File: src/rtl/sum_accumulator_if.sv
// Handshake bundle between an upstream adder, the sum_accumulator and its consumer.
// The master side drives samples and out_ready; the slave side is the accumulator.
interface sum_accumulator_if #(
  parameter int WIDTH = 32
) ();
  logic             in_valid;
  logic [WIDTH-1:0] in_data;
  logic             in_ready;
  logic             flush;
  logic             out_valid;
  logic             out_ready;
  logic [WIDTH-1:0] out_data;
  logic [7:0]       out_count;
  logic             out_ovf;

  modport master (
    output in_valid, in_data, flush, out_ready,
    input  in_ready, out_valid, out_data, out_count, out_ovf
  );

  modport slave (
    input  in_valid, in_data, flush, out_ready,
    output in_ready, out_valid, out_data, out_count, out_ovf
  );
endinterface

File: src/rtl/sum_accumulator.sv
// Sums COUNT unsigned samples (or fewer on flush) and holds the result until taken.
// Optional macro ACC_SAT_EN: clamp the sum to all-ones on carry instead of wrapping.
module sum_accumulator #(
  parameter int WIDTH = 32,
  parameter int COUNT = 4
) (
  input logic           clk,
  input logic           rst,
  sum_accumulator_if.slave bus
);

  if (COUNT < 2 || COUNT > 255) begin : g_count_check
    $error("sum_accumulator: COUNT must be within 2..255");
  end

  localparam logic [7:0] COUNT_C = COUNT[7:0];

  typedef enum logic {ACCUM, HOLD} state_t;

  state_t           state;
  logic [WIDTH-1:0] acc;
  logic [7:0]       cnt;
  logic             ovf;
  logic             in_ready_q;
  logic             out_valid_q;

  logic [WIDTH:0]   sum;
  logic             carry;
  logic             accept;
  logic [WIDTH-1:0] acc_add;
  logic [7:0]       cnt_inc;
  logic             to_hold;

  always_comb begin
    sum     = {1'b0, acc} + {1'b0, bus.in_data};
    carry   = sum[WIDTH];
`ifdef ACC_SAT_EN
    // Once clamped, the result stays at all-ones even if later adds do not carry.
    acc_add = (carry || ovf) ? '1 : sum[WIDTH-1:0];
`else
    acc_add = sum[WIDTH-1:0];
`endif
    cnt_inc = cnt + 8'd1;
    accept  = bus.in_valid & in_ready_q;
    // A flush with nothing collected and no sample arriving has nothing to emit.
    to_hold = (accept && (cnt_inc == COUNT_C)) ||
              (bus.flush && (accept || (cnt != 8'd0)));
  end

  // NOTE: state registers use non-blocking assignments so every flop samples
  // the pre-edge values regardless of statement order.
  always_ff @(posedge clk) begin
    if (rst) begin
      state       <= ACCUM;
      acc         <= '0;
      cnt         <= '0;
      ovf         <= 1'b0;
      in_ready_q  <= 1'b1;
      out_valid_q <= 1'b0;
    end else begin
      case (state)
        ACCUM: begin
          if (accept) begin
            acc <= acc_add;
            cnt <= cnt_inc;
            ovf <= ovf | carry;
          end
          if (to_hold) begin
            state       <= HOLD;
            in_ready_q  <= 1'b0;
            out_valid_q <= 1'b1;
          end
        end
        HOLD: begin
          if (bus.out_ready) begin
            state       <= ACCUM;
            acc         <= '0;
            cnt         <= '0;
            ovf         <= 1'b0;
            in_ready_q  <= 1'b1;
            out_valid_q <= 1'b0;
          end
        end
        default: state <= ACCUM;
      endcase
    end
  end

  assign bus.in_ready  = in_ready_q;
  assign bus.out_valid = out_valid_q;
  assign bus.out_data  = acc;
  assign bus.out_count = cnt;
  assign bus.out_ovf   = ovf;

endmodule

File: src/flat_wrapper.sv
// flat-port wrapper written by rule: the top's interface ports become plain ports
module sum_accumulator_flat 
#(
  parameter int WIDTH = 32,
  parameter int COUNT = 4
)
  (clk, rst, bus_in_valid, bus_in_data, bus_flush, bus_out_ready, bus_in_ready, bus_out_valid, bus_out_data, bus_out_count, bus_out_ovf);
  sum_accumulator_if #(.WIDTH(WIDTH)) bus_i ();
  input logic clk;
  input logic rst;
  input wire logic [$bits(bus_i.in_valid)-1:0] bus_in_valid;
  input wire logic [$bits(bus_i.in_data)-1:0] bus_in_data;
  input wire logic [$bits(bus_i.flush)-1:0] bus_flush;
  input wire logic [$bits(bus_i.out_ready)-1:0] bus_out_ready;
  output wire logic [$bits(bus_i.in_ready)-1:0] bus_in_ready;
  output wire logic [$bits(bus_i.out_valid)-1:0] bus_out_valid;
  output wire logic [$bits(bus_i.out_data)-1:0] bus_out_data;
  output wire logic [$bits(bus_i.out_count)-1:0] bus_out_count;
  output wire logic [$bits(bus_i.out_ovf)-1:0] bus_out_ovf;
  assign bus_i.in_valid = bus_in_valid;
  assign bus_i.in_data = bus_in_data;
  assign bus_i.flush = bus_flush;
  assign bus_i.out_ready = bus_out_ready;
  assign bus_in_ready = bus_i.in_ready;
  assign bus_out_valid = bus_i.out_valid;
  assign bus_out_data = bus_i.out_data;
  assign bus_out_count = bus_i.out_count;
  assign bus_out_ovf = bus_i.out_ovf;
  sum_accumulator #(.WIDTH(WIDTH), .COUNT(COUNT)) u_core (.clk(clk), .rst(rst), .bus(bus_i));
endmodule
File: config.mk
export PLATFORM = sky130hd
export DESIGN_NAME = sum_accumulator_flat
export DESIGN_NICKNAME = d
export VERILOG_FILES = /design/src/rtl/sum_accumulator_if.sv /design/src/rtl/sum_accumulator.sv /design/src/flat_wrapper.sv
export SDC_FILE = /design/constraint.sdc
export NUM_CORES = 1
export LEC_CHECK = 0
export ABC_AREA = 1
export BUFFER_PORTS_ARGS = -buffer_cell sky130_fd_sc_hd__clkbuf_2
export CORE_ASPECT_RATIO = 2
export CORE_MARGIN = 3
export CORE_UTILIZATION = 52
export DETAILED_ROUTE_END_ITERATION = 8
export GPL_TIMING_DRIVEN = 0
export PLACE_DENSITY = 0.82
export SKIP_LAST_GASP = 1
export SYNTH_ARGS = -nofsm -noshare
export SYNTH_HDL_FRONTEND = slang
export SYNTH_SLANG_ARGS = --single-unit
File: constraint.sdc
create_clock -name clk -period 2.4 [get_ports clk]
set_clock_uncertainty 0.05 [all_clocks]
set_input_delay 0.24 -clock clk [delete_from_list [all_inputs] [get_ports clk]]
set_output_delay 0.24 -clock clk [all_outputs]
set_load 0.01 [all_outputs]
# After elaboration in Yosys (flattened, before gate mapping)

Cells that the tools add are included.

Register bits: 44
Bits of input ports: 37
Output and inout bits: 43
Word-level logic and storage cells: 39

Equality and inequality tests: 4
$add $sub $neg: 2
Mux-type cells: 17
Reduce and logical (&&, ||, !) cells: 7
Bitwise logic cells: 3

Operators with widths:

| cell                | count |
|---|---|
| $mux 32             | 2 |
| $pmux 32 s2         | 1 |
| $add 32x32->33      | 1 |
| $mux 8              | 2 |
| $pmux 8 s2          | 1 |
| $add 8x1->8 const B | 1 |
| $eq 8x3->1 const B  | 1 |
| $pmux 1 s2          | 4 |
| $reduce_bool 8->1   | 1 |
| $mux 1              | 7 |
| $ne 2x1->1 const B  | 2 |
| $reduce_and 2->1    | 2 |
| $logic_and 1x1->1   | 2 |
| $logic_or 1x1->1    | 2 |
| $ne 2x2->1 const B  | 1 |
| $and 1x1->1         | 1 |
| $not 1->1           | 1 |
| $or 1x1->1          | 1 |

# Logic depth before layout (Yosys ltp)

Gate-level depths: netlist (run 1).

Depth in word-level cells: 6
Mapped depth: 14
Depth with buffers taken out: 14

# Worst setup path before layout (run 1)

Ideal clock, no wire load.

Path type: reg2reg
Start: register u_core.acc[0], in the netlist u_core.bus.out_data[0]
End: register u_core.acc[16], in the netlist u_core.bus.out_data[16]
Library setup time: 71 ps
Slack: 542 ps
Arrival: 1,737 ps
Cell stages (with the launch flop): 14
Data required time: 2,279 ps
Path buffers: 0
Period minus slack after synthesis: 1,858 ps
Cell sequence: dfxtp_1 ha_1 inv_1 fa_1 inv_1 nand3_1 nand3_1 nand2_1 nand2_2 nand2_1 nand2_1 or2_1 nand3_1 a21oi_1

Longest elaborated chain between the ends: 3

RTL lines:

| element                | RTL line              | source |
|---|---|---|
| from (decl)            | sum_accumulator.sv:21 | `logic [WIDTH-1:0] acc;` |
| from (signal assigned) | sum_accumulator.sv:55 | `acc <= '0;` |
| from (signal assigned) | sum_accumulator.sv:64 | `acc <= acc_add;` |
| from (signal assigned) | sum_accumulator.sv:77 | `acc <= '0;` |
| $add 32x32->33         | sum_accumulator.sv:35 | `sum = {1'b0, acc} + {1'b0, bus.in_data};` |
| $mux 32                | sum_accumulator.sv:63 | `if (accept) begin` |
| $pmux 32 s2            | sum_accumulator.sv:61 | `case (state)` |

Every way passes these cells. The select of a mux whose other input is x is not followed.
A chain may end at the register's enable or synchronous reset.

# Final worst setup path (run 1)

Ends and elaborated chain as after synthesis.

==> run_results.csv, run 1 <==
group,metric,value,unit
yosys,synth_nets,807,
cells_and_area,area_growth,16.15,%
critical_path,critPathRequiredTime,2.57,ns
place,placed_cell_area,4770,um2
critical_path,crit_buf_inv,2,
power,vdd_drop_max,0.0005207,V
grt,grtUsageMet2,55.22,%
cells_and_area,drive_gt1_share,18.37,%
timing,rsz0062_at_grt,"no",
routing,ant_nets,0,
critical_path,path_delay_family,"simple AND/OR/NAND/NOR gates",
critical_path,path_cells,"ha_1 -> inv_1 -> fa_1 -> inv_1 -> nand3_1 -> nand3_1 -> nand2_1 -> nand2_2 -> nand2_1 -> nand2_1 -> or2_1 -> nand3_1 -> a21oi_1",
critical_path,crit_arrival,2.34,ns
clocking,cts_setup_buffers,0,
timing,setup_viol,0,
hold_path,hp-class,"primary input to flip-flop",
critical_path,end_kind,"flip-flop",
critical_path,cp_max_fo,4,
status,outcome,"finished, final reports clean",
hold_path,worstHoldStart,"rst",
job,cap_violations,0,
cells_and_area,fill_cells,820,
routing,routed_wl,12620,um
floorplan,rows,46,
yosys,synth_seq_cells,44,
critical_path,rr_worst_depth,13,
grt,grt-busiest-layer,"met2",
yosys,yosysWarnings,0,
grt,grt_max_degree,16,
timing,fin_setup_tns,0,ns
critical_path,worstSetupPathType,"flip-flop to flip-flop",
timing,period_share,90.22,%
routing,wl_per_cell,13.75,um
yosys,synth_cell_type_count,37,
clocking,cts_hold_buf,0,
routing,dr.first_iter.drc_count,227,
routing,first_pass_iters,5,
power,power.density,607.4,nW/um2
yosys,avgSynthCellArea,5.788,um2
floorplan,start_util,53.56,%
critical_path,critPathSlowestCell,"fa_1",
clocking,clkLatencyLatePin,0.30,ns
timing,fmax,461.8,MHz
grt,grt_use_total,27.57,%
clocking,htreeDepth,2,
clocking,cts_buffer_depth,2,
routing,vias,4667,
grt,grt_pass1_vias,4742,
yosys,syn_area,4254,um2
floorplan,boundaryPins,80,
hold_path,min_path_cells,3,
cells_and_area,antenna_cells,0,
place,post-dp-hpwl,10490,um
clocking,cts_sinks,44,
grt,grt_use_met1,24.80,%
cells_and_area,stdcell_area,4941,um2
place,port_buffers,79,
clocking,cts_buffers,5,
routing,drc_errors,0,
power,p_leak,2.829,nW
clocking,cts_tree,"built",
grt,grt_first_pass_wirelength,20820,um
clocking,clock-root-buffer,"clkbuf_16",
floorplan,die_h,133.9,um
floorplan,die_area,9368,um2
critical_path,critPathMaxStageDelay,0.41,ns
clocking,post_cts_resize_count,0,
routing,vias_per_cell,5.084,
clocking,path_clk_slew,0.07,ns
critical_path,r2r_slack,0.23,ns
hold_path,hold_end,"u_core.bus.in_ready$_SDFFE_PP1P_",
grt,gr-usage-met3,3.601,%
floorplan,dieWidth,69.96,um
timing,finalCriticalPeriod,2.165,ns
critical_path,r2r-end,"u_core.bus.out_data[16]$_SDFFE_PP0P_",
timing,worstMarginPinSlew,0.5994,ns
grt,grt_overflow,0,
grt,antenna_found_initial,0,
timing,hold_viol,0,
floorplan,coreArea,7943,um2
yosys,synthCells,735,
yosys,yosysSeqAreaShare,20.71,%
timing,final-max-slew-violation-count,0,
timing,slew_headroom,60.04,%
cells_and_area,nets,893,
critical_path,start_kind,"flip-flop",
place,gp_congestion,1.002,
critical_path,r2r-start,"u_core.bus.out_data[0]$_SDFFE_PP0P_",
-- worst reg2reg max path, stage by stage, from the launching register on --
cell and delay (ns):
dfxtp_1 0.36, ha_1 0.19, inv_1 0.06, fa_1 0.41, inv_1 0.10, nand3_1 0.07, nand3_1 0.16, nand2_1 0.09
nand2_2 0.09, nand2_1 0.06, nand2_1 0.15, or2_1 0.12, nand3_1 0.06, a21oi_1 0.13
-- how the worst max path moves through the flow --
stage	slack [ns]	from	to	cells past startpoint
global placement	0.32	u_core.bus.out_data[0]$_SDFFE_PP0P_	u_core.bus.out_data[16]$_SDFFE_PP0P_	13
floorplan	0.54	u_core.bus.out_data[0]$_SDFFE_PP0P_	u_core.bus.out_data[16]$_SDFFE_PP0P_	13
CTS	0.21	u_core.bus.out_data[0]$_SDFFE_PP0P_	u_core.bus.out_data[16]$_SDFFE_PP0P_	13
global route	0.03	u_core.bus.out_data[0]$_SDFFE_PP0P_	u_core.bus.out_data[16]$_SDFFE_PP0P_	13
finish	0.23	u_core.bus.out_data[0]$_SDFFE_PP0P_	u_core.bus.out_data[16]$_SDFFE_PP0P_	13
detailed placement	0.23	u_core.bus.out_data[0]$_SDFFE_PP0P_	u_core.bus.out_ovf$_SDFFE_PP0P_	14
-- synth_stat cells (all sizes together) --
master | number | area (um2)
a21o | 2 | 15.01
a21oi | 64 | 342.8
a2bb2oi | 2 | 17.52
buf | 6 | 38.79
clkbuf | 6 | 22.52
dfxtp | 44 | 880.8
fa | 1 | 20.02
ha | 34 | 425.4
inv | 144 | 540.5
nand2 | 290 | 1141
nand3 | 44 | 265.3
nand3b | 4 | 30.03
nand4 | 4 | 31.28
nor2 | 54 | 230.2
nor3 | 7 | 60.06
nor3b | 1 | 7.510
nor4 | 1 | 6.260
o21ai | 13 | 65.06
o21bai | 2 | 18.77
o22ai | 2 | 12.51
or2 | 5 | 31.28
xnor2 | 3 | 26.28
xor2 | 2 | 25.03
-- layer usage --
layer  share of wire (%)  vias up
met2                  55      146
met3                 3.5       46
met5                   0        -
met1                  35     2052
li1                    -     2423
met4                 5.8        0
-- sequential cells by signal, summed over array words and instances (netlist names) --
signal / flops
u_core.bus.out_ovf: 1
u_core.state: 1
u_core.bus.out_valid: 1
u_core.bus.out_data: 32
u_core.bus.out_count: 8
u_core.bus.in_ready: 1
-- layout make-up --
type,instances,area (um2),area share [%]
multi-input combinational,535,2771,56.09
sequential,44,880.8,17.83
inverter,144,540.5,10.94
timing repair buffer,79,395.4,8.002
clock buffer,5,125.1,2.532
tap,96,120.1,2.431
buffer,12,61.31,1.241
clock inverter,3,46.29,0.9369
-- cell families after synthesis --
logic type | synth area share, %
compound gates | 11.09
flops | 20.71
buf+inv | 14.15
simple gates | 42.38
fa+ha+maj | 10.47
xor+xnor | 1.206
-- metrics by stage --
step	utilization (%)	std cells	power [W]	setup WS [ns]	hold WS (ns)
after floorplan	-	735	0.001800	0.5416	0.3094
after global placement	60.05	910	0.002154	0.3232	0.4028
after detailed placement	60.05	910	0.002179	0.2337	0.4111
after CTS	62.21	918	0.003019	0.2099	0.1842
after global routing	62.21	918	0.003220	0.02965	0.2295
final	62.21	918	0.003001	0.2348	0.1806
-- where the power goes --
part           switching, W  internal (W)
Combinational      0.000835      0.000450
Clock              0.000339      0.000496
Sequential        0.0000684      0.000814
-- placed cells by master (no fill, tap or decap), types with 4 or more instances in the layout --
cell       netlist  layout
clkbuf_1         6       6
ha_1            34      34
a21oi_1         58      58
inv_1          140     140
nor2_1          47      47
nand2_2         21      21
nand2_1        269     269
buf_2            4       4
nand3_2          9       9
clkbuf_16        0       5
nor3_2           5       5
o21ai_0         12      12
nand3_1         35      35
a21oi_2          6       6
inv_2            4       4
dfxtp_1         44      44
clkbuf_2         0      79
nand3b_1         4       4
nor2_2           5       5
Power figures use the tool's default switching activity.
==> inputs of run 2 (changes only) <==
--- a/config.mk
+++ b/config.mk
@@ -11,7 +11,7 @@
 export CORE_MARGIN = 3
 export CORE_UTILIZATION = 52
 export DETAILED_ROUTE_END_ITERATION = 8
-export GPL_TIMING_DRIVEN = 0
+export GPL_TIMING_DRIVEN = 1
 export PLACE_DENSITY = 0.82
 export SKIP_LAST_GASP = 1
 export SYNTH_ARGS = -nofsm -noshare
==> run_results.csv, run 2 (same netlist as run 1, synthesis figures left out) <==
group,metric,value,unit
status,outcome,"finished, final reports clean",
timing,slew_headroom,51.52,%
timing,finalCriticalPeriod,2.088,ns
clocking,path_clk_slew,0.07,ns
floorplan,coreArea,7943,um2
floorplan,die_area,9368,um2
clocking,htreeDepth,2,
grt,grt_use_met1,25.17,%
clocking,clock-root-buffer,"clkbuf_16",
cells_and_area,nets,885,
clocking,cts_buffer_depth,2,
grt,grt_overflow,0,
timing,worst_slack,0.3122,ns
routing,vias,4701,
place,placed_cell_area,4743,um2
clocking,cts_sinks,44,
cells_and_area,final_common_cell,"nand2_1",
grt,gr-usage-met3,3.076,%
clocking,post_cts_resize_count,0,
critical_path,path_cells,"ha_1 -> inv_1 -> fa_1 -> inv_1 -> nand3_1 -> nand3_1 -> nand3_1 -> nand3_2 -> nand2_1 -> nand3_1 -> nand3_1 -> a21oi_1",
place,gp_congestion,0.9751,
clocking,cts_tree,"built",
job,cap_violations,0,
cells_and_area,final_cell_mix,"nand2_1 (269), inv_1 (140), clkbuf_2 (79)",
critical_path,critPathRequiredTime,2.59,ns
critical_path,worstSetupPathType,"flip-flop to flip-flop",
hold_path,hp-class,"primary input to flip-flop",
place,post-dp-hpwl,10050,um
grt,grtUsageMet2,53.74,%
critical_path,cp_max_fo,4,
critical_path,end_kind,"flip-flop",
cells_and_area,antenna_cells,0,
timing,fin_setup_tns,0,ns
power,total_power,0.002997,W
power,power.density,609.7,nW/um2
grt,antenna_found_initial,0,
routing,routed_wl,12470,um
floorplan,rows,46,
routing,ant_nets,0,
routing,vias_per_cell,5.166,
clocking,cts_buffers,5,
cells_and_area,utilization,61.88,%
clocking,cts_hold_buf,0,
critical_path,path_delay_family,"simple AND/OR/NAND/NOR gates",
floorplan,start_util,53.56,%
timing,hold_viol,0,
timing,period_share,86.99,%
grt,grt_max_degree,29,
power,vdd_drop_max,0.0005617,V
grt,grt_first_pass_wirelength,20690,um
floorplan,boundaryPins,80,
clocking,cts_setup_buffers,0,
routing,dr.first_iter.drc_count,162,
grt,grt_use_total,27.05,%
timing,rsz0062_at_grt,"no",
cells_and_area,stdcell_area,4915,um2
critical_path,critPathMaxStageDelay,0.40,ns
cells_and_area,area_growth,15.53,%
floorplan,die_h,133.9,um
critical_path,cp_common_cell,"nand3_1",
timing,worstMarginPinSlew,0.7265,ns
routing,drc_errors,0,
grt,grt-busiest-layer,"met2",
timing,final-max-slew-violation-count,0,
timing,fmax,479.0,MHz
place,dpl_worst_slack,0.3313,ns
critical_path,crit_arrival,2.27,ns
critical_path,start_kind,"flip-flop",
power,p_leak,2.816,nW
critical_path,crit_buf_inv,2,
clocking,clkLatencyLatePin,0.30,ns
grt,grt_pass1_vias,4823,
timing,setup_viol,0,
cells_and_area,largest_register_ffs,32,
cells_and_area,drive_gt1_share,18.55,%
critical_path,critPathSlowestCell,"fa_1",
floorplan,dieWidth,69.96,um
routing,wl_per_cell,13.70,um
place,port_buffers,79,
routing,first_pass_iters,5,
-- run 2: worst register-to-register path, stage by stage (launching register included) --
cell,delay [ns]
dfxtp_1,0.36
ha_1,0.17
inv_1,0.06
fa_1,0.40
inv_1,0.09
nand3_1,0.07
nand3_1,0.14
nand3_1,0.11
nand3_2,0.13
nand2_1,0.09
nand3_1,0.10
nand3_1,0.11
a21oi_1,0.15
-- run 2: path summary, 6_finish.rpt --
kind         slack (ns)                                    to  cells past startpoint                                start
min reg2reg        0.42     u_core.bus.out_valid$_SDFFE_PP0P_                      2    u_core.bus.out_valid$_SDFFE_PP0P_
min                0.22               u_core.state$_SDFF_PP0_                      5                            bus_flush
max reg2reg        0.31  u_core.bus.out_data[28]$_SDFFE_PP0P_                     12  u_core.bus.out_data[0]$_SDFFE_PP0P_
max                0.31  u_core.bus.out_data[28]$_SDFFE_PP0P_                     12  u_core.bus.out_data[0]$_SDFFE_PP0P_
-- run 2: stage by stage --
step / cells / hold WS, ns
after floorplan: 735 / 0.3094
after global placement: 902 / 0.4020
after detailed placement: 902 / 0.4180
after CTS: 910 / 0.2184
after global routing: 910 / 0.2596
final: 910 / 0.2208
-- run 2: final cells by class --
class / instances / area, um2
timing repair buffer: 83 / 425.4
clock buffer: 5 / 125.1
multi-input combinational: 535 / 2776
fill: 833 / 3028
sequential: 44 / 880.8
tap: 96 / 120.1
clock inverter: 3 / 46.29
inverter: 144 / 540.5
-- run 2: power by group --
| group | leakage, nW | switching (W) | internal, W | total [W] |
|---|---|---|---|---|
| sequential | 0.360 | 0.0000683 | 0.000813 | 0.000882 |
| combinational | 2.38 | 0.000828 | 0.000444 | 0.00127 |
| clock | 0.0804 | 0.000347 | 0.000496 | 0.000843 |
-- run 2: layer usage --
metal  vias up  share of wire (%)
met1      2104                 35
met5         -                  0
met2       132                 56
met3        46                3.3
li1       2419                  -
met4         0                5.6
